File: config.mk
export PLATFORM = sky130hd
export DESIGN_NAME = countdown_timer
export DESIGN_NICKNAME = d
export VERILOG_FILES = /design/src/rtl/countdown_pkg.sv /design/src/rtl/countdown_timer.sv
export SDC_FILE = /design/constraint.sdc
export NUM_CORES = 1
export LEC_CHECK = 0
export BUFFER_PORTS_ARGS = -buffer_cell sky130_fd_sc_hd__buf_2
export CORE_AREA = 2 2 39 41
export CTS_CLUSTER_SIZE = 28
export DETAILED_ROUTE_END_ITERATION = 8
export DIE_AREA = 0 0 41 43
export PLACE_DENSITY = 0.69
export SKIP_LAST_GASP = 1
export SYNTH_ARGS = -nofsm -noshare
export SYNTH_HDL_FRONTEND = slang
export SYNTH_SLANG_ARGS = --single-unit
File: constraint.sdc
create_clock -name clk -period 1.7 [get_ports clk]
set_clock_uncertainty 0.2 [all_clocks]
set_input_delay 0.17 -clock clk [delete_from_list [all_inputs] [get_ports clk]]
set_output_delay 0.17 -clock clk [all_outputs]
set_load 0.005 [all_outputs]
File: src/rtl/countdown_pkg.sv
// Shared types and constants for the loadable countdown timer.
package countdown_pkg;

  localparam int unsigned DEFAULT_WIDTH = 4;

  typedef enum logic [1:0] {
    S_IDLE    = 2'b00,
    S_RUN     = 2'b01,
    S_EXPIRED = 2'b10
  } state_t;

endpackage

File: src/rtl/countdown_timer.sv
// Loadable down-counter with terminal-count pulse and optional auto-reload.
// Counts a loaded value down to zero, then either stops (EXPIRED) or
// restarts from the captured reload value, giving a tc every reload+1
// enabled cycles.
module countdown_timer
  import countdown_pkg::*;
#(
  parameter int unsigned WIDTH = DEFAULT_WIDTH
) (
  input  logic             clk,
  input  logic             rst,
  input  logic             load,
  input  logic [WIDTH-1:0] load_val,
  input  logic             en,
  input  logic             auto_reload,
  output logic [WIDTH-1:0] out,
  output logic             running,
  output logic             done,
  output logic             tc
);

  localparam logic [WIDTH-1:0] ONE = WIDTH'(1);

  state_t           state;
  logic [WIDTH-1:0] cnt;
  logic [WIDTH-1:0] reload;
  logic             tc_q;

  // State, count and reload registers; load wins over enable, and the zero
  // case is handled before decrementing so the count never underflows.
  always_ff @(posedge clk) begin
    if (!rst) begin
      state  <= S_IDLE;
      cnt    <= '0;
      reload <= '0;
      tc_q   <= 1'b0;
    end else begin
      tc_q <= 1'b0;
      if (load) begin
        cnt    <= load_val;
        reload <= load_val;
        state  <= S_RUN;
      end else begin
        case (state)
          S_RUN: begin
            if (en) begin
              if (cnt != '0) begin
                cnt <= cnt - ONE;
              end else begin
                tc_q <= 1'b1;
                if (auto_reload) begin
                  cnt <= reload;
                end else begin
                  state <= S_EXPIRED;
                end
              end
            end
          end
          S_EXPIRED: begin
            cnt <= '0;
          end
          default: begin
            state <= S_IDLE;
            cnt   <= '0;
          end
        endcase
      end
    end
  end

  // Status outputs decoded straight from registered state.
  always_comb begin
    out     = cnt;
    tc      = tc_q;
    running = (state == S_RUN);
    done    = (state == S_EXPIRED);
  end

endmodule

==> flow_summary.toml <==
[die]
fp.dieH_um = 43
core_mm2 = 0.00138
start_util = 0.402
die_area_mm2 = 0.00176
ioPinCount = 16
die_x_um = 41
rows = 14

[worst_setup_path]
path_class = "flip-flop to flip-flop"
cp-start-kind = "flip-flop"
required_ns = 1.66
worstSetupEndpointType = "flip-flop"
crit_fanout = 4
cp.arrival_ns = 1.63

[sta]
hold_violations = 0
rsz0062_at_grt = "yes"
min_period_ns = 1.67
fin_ws_ns = 0.0298
fin_tns_setup_ns = 0
finalSetupViolCount = 0
maxSlewViolCount = 0
finalCritPeriodShare = 0.982
worstMarginPinSlew_ns = 0.379
hold_ws_ns = 0.0234
slew_headroom = 0.744
fmax_mhz = 599

[cells_and_area]
final_layout_size_suffix_gt1_frac = 0.383
final_cell_count_no_fill = 110
fin_area_um2 = 792
nets = 106
syn_to_final_growth_pct = 42.2
final_cell_mix = "15 x buf_2, 9 x nand2_1, 9 x dfxtp_1"
num_antenna_cells = 0
layout_commonest_cell = "buf_2"

[detailed_routing]
wl_met1_um = 555
remaining_drc_errors = 0
dr.pass1.iters = 4
vias_per_cell = 4.95
wl_um = 1190
detail_route.wl_per_cell_um = 10.8
first_iter_violations = 7
via_count = 545
dr_wl_met3_um = 38
ant_nets = 0
top_layer = "met3"
route.met2.wl_um = 591

[synthesis]
synth_seq_cells = 11
synth_cell_types = 22
syn_avg_cell_area_um2 = 8.57
yosysSeqAreaShare = 0.396
yosys_warnings = 0
synth_cells = 65
syn_area_um2 = 557
syn-num-nets = 76

[placed_design]
io_buffers = 15
post-dp-hpwl_um = 899
dp_slack_ns = -0.00225
place.gp.congestion = 0.814
postPlaceCellArea_um2 = 704
place_inst = 101

[power]
p_per_area_mw_per_mm2 = 788
vdd_drop_max_mv = 0.406
leakagePower_uw = 0.000338

[grt]
antenna_found_initial = 0
grt_pass1_vias = 489
grt_max_degree = 13
grt-ovfl-total = 0
grt_usage = 0.167
grt_pass1_wl_um = 2010

[clock_tree]
cts_tree = "built"
clock_sinks = 11
clockBufferDepth = 2
cts_setup_buffers = 0
cts_max_level = 1
root_buffer = "clkbuf_4"
clk_latency_ns = 0.26
cts_made_buffers = 3
path_clk_slew_ns = 0.07

[run]
cap_viol_max_count = 0

[run_status]
outcome = "complete, no violations"

[min_path]
hold_class = "primary input to flip-flop"
-- cells by family (layout without fill, tap and decap cells) --
group                      count (synthesis)  after routing  share of synthesized area
AOI/OAI and AO/OA                         19             19                      0.207
xor gates and xnor gates                   2              2                     0.0315
adders and majority gates                  2              2                     0.0449
buffers and inverters                      6             35                     0.0539
DFF                                       11             11                      0.396
and+or+nand+nor                           25             25                      0.267
-- flip-flops by register name, summed over array words and instances (netlist names) --
| name | flops |
|---|---|
| out | 4 |
| reload | 4 |
| tc | 1 |
| state | 2 |
-- path summary, 6_finish.rpt --
check | cells past startpoint | slack (ns) | end | startpoint
min | 2 | 0.02 | state[1]$_SDFFE_PP0P_ | load
max reg2reg | 6 | 0.03 | out[3]$_SDFFE_PN0P_ | out[1]$_SDFFE_PN0P_
min reg2reg | 2 | 0.27 | reload[2]$_SDFFE_PN0P_ | reload[2]$_SDFFE_PN0P_
max | 6 | 0.03 | out[3]$_SDFFE_PN0P_ | out[1]$_SDFFE_PN0P_
-- what timing repair did --
| item | 4_1_cts | 5_1_grt |
|---|---|---|
| resized for setup | 1 | 2 |
| pin swaps | 0 | 3 |
| hold endpoints to repair | 9 | 0 |
| hold buffers | 5 | 0 |
| endpoints found under the setup margin | 5 | 6 |
| cloned | 0 | 0 |
-- Yosys cell counts --
master | number | share of area
o21ai_0 | 3 | 0.027
nor3_1 | 3 | 0.027
nand2b_1 | 4 | 0.045
o211ai_1 | 3 | 0.040
nand2_1 | 9 | 0.061
nor4b_1 | 1 | 0.016
ha_1 | 2 | 0.045
o21ai_1 | 1 | 0.0090
xnor2_1 | 2 | 0.031
nor2_1 | 1 | 0.0067
o221a_1 | 1 | 0.020
a31oi_1 | 3 | 0.034
a21oi_1 | 7 | 0.063
nor3b_2 | 2 | 0.045
clkbuf_1 | 1 | 0.0067
nor3_2 | 1 | 0.018
inv_1 | 4 | 0.027
or3b_1 | 1 | 0.016
dfxtp_1 | 11 | 0.40
o21a_1 | 1 | 0.013
buf_6 | 1 | 0.020
nor2b_1 | 3 | 0.034
-- stage by stage --
stage                      util  total power [uW]
after floorplan               -               385
after global placement    0.509               435
after detailed placement  0.509               437
after CTS                 0.566               627
after global routing      0.572               670
final                     0.572               624
-- critical path: stages, from the launching register on --
cell     delay (ns)
dfxtp_2        0.32
inv_2          0.07
ha_4           0.12
or3b_4         0.40
nor3b_2        0.17
a21oi_1        0.06
o221a_1        0.23
-- cell type report --
type | count | area (um2)
tap | 16 | 20.0
timing repair buffer | 27 | 178
sequential | 11 | 223
fill | 124 | 592
inverter | 4 | 15.0
clock buffer | 4 | 26.3
multi-input combinational | 48 | 330
-- report_power, final --
group / leakage, uW / internal, uW / switching (uW)
clock: 0.0000150 / 90.7 / 86.4
sequential: 0.0000912 / 274 / 10.7
combinational: 0.000232 / 85.7 / 76.5
-- layer usage --
metal,vias up,global-route usage
li1,288,-
met1,243,0.235
met2,14,0.247
met3,0,0.0157
met4,0,0.0800
met5,-,0
Power figures use the tool's default switching activity.
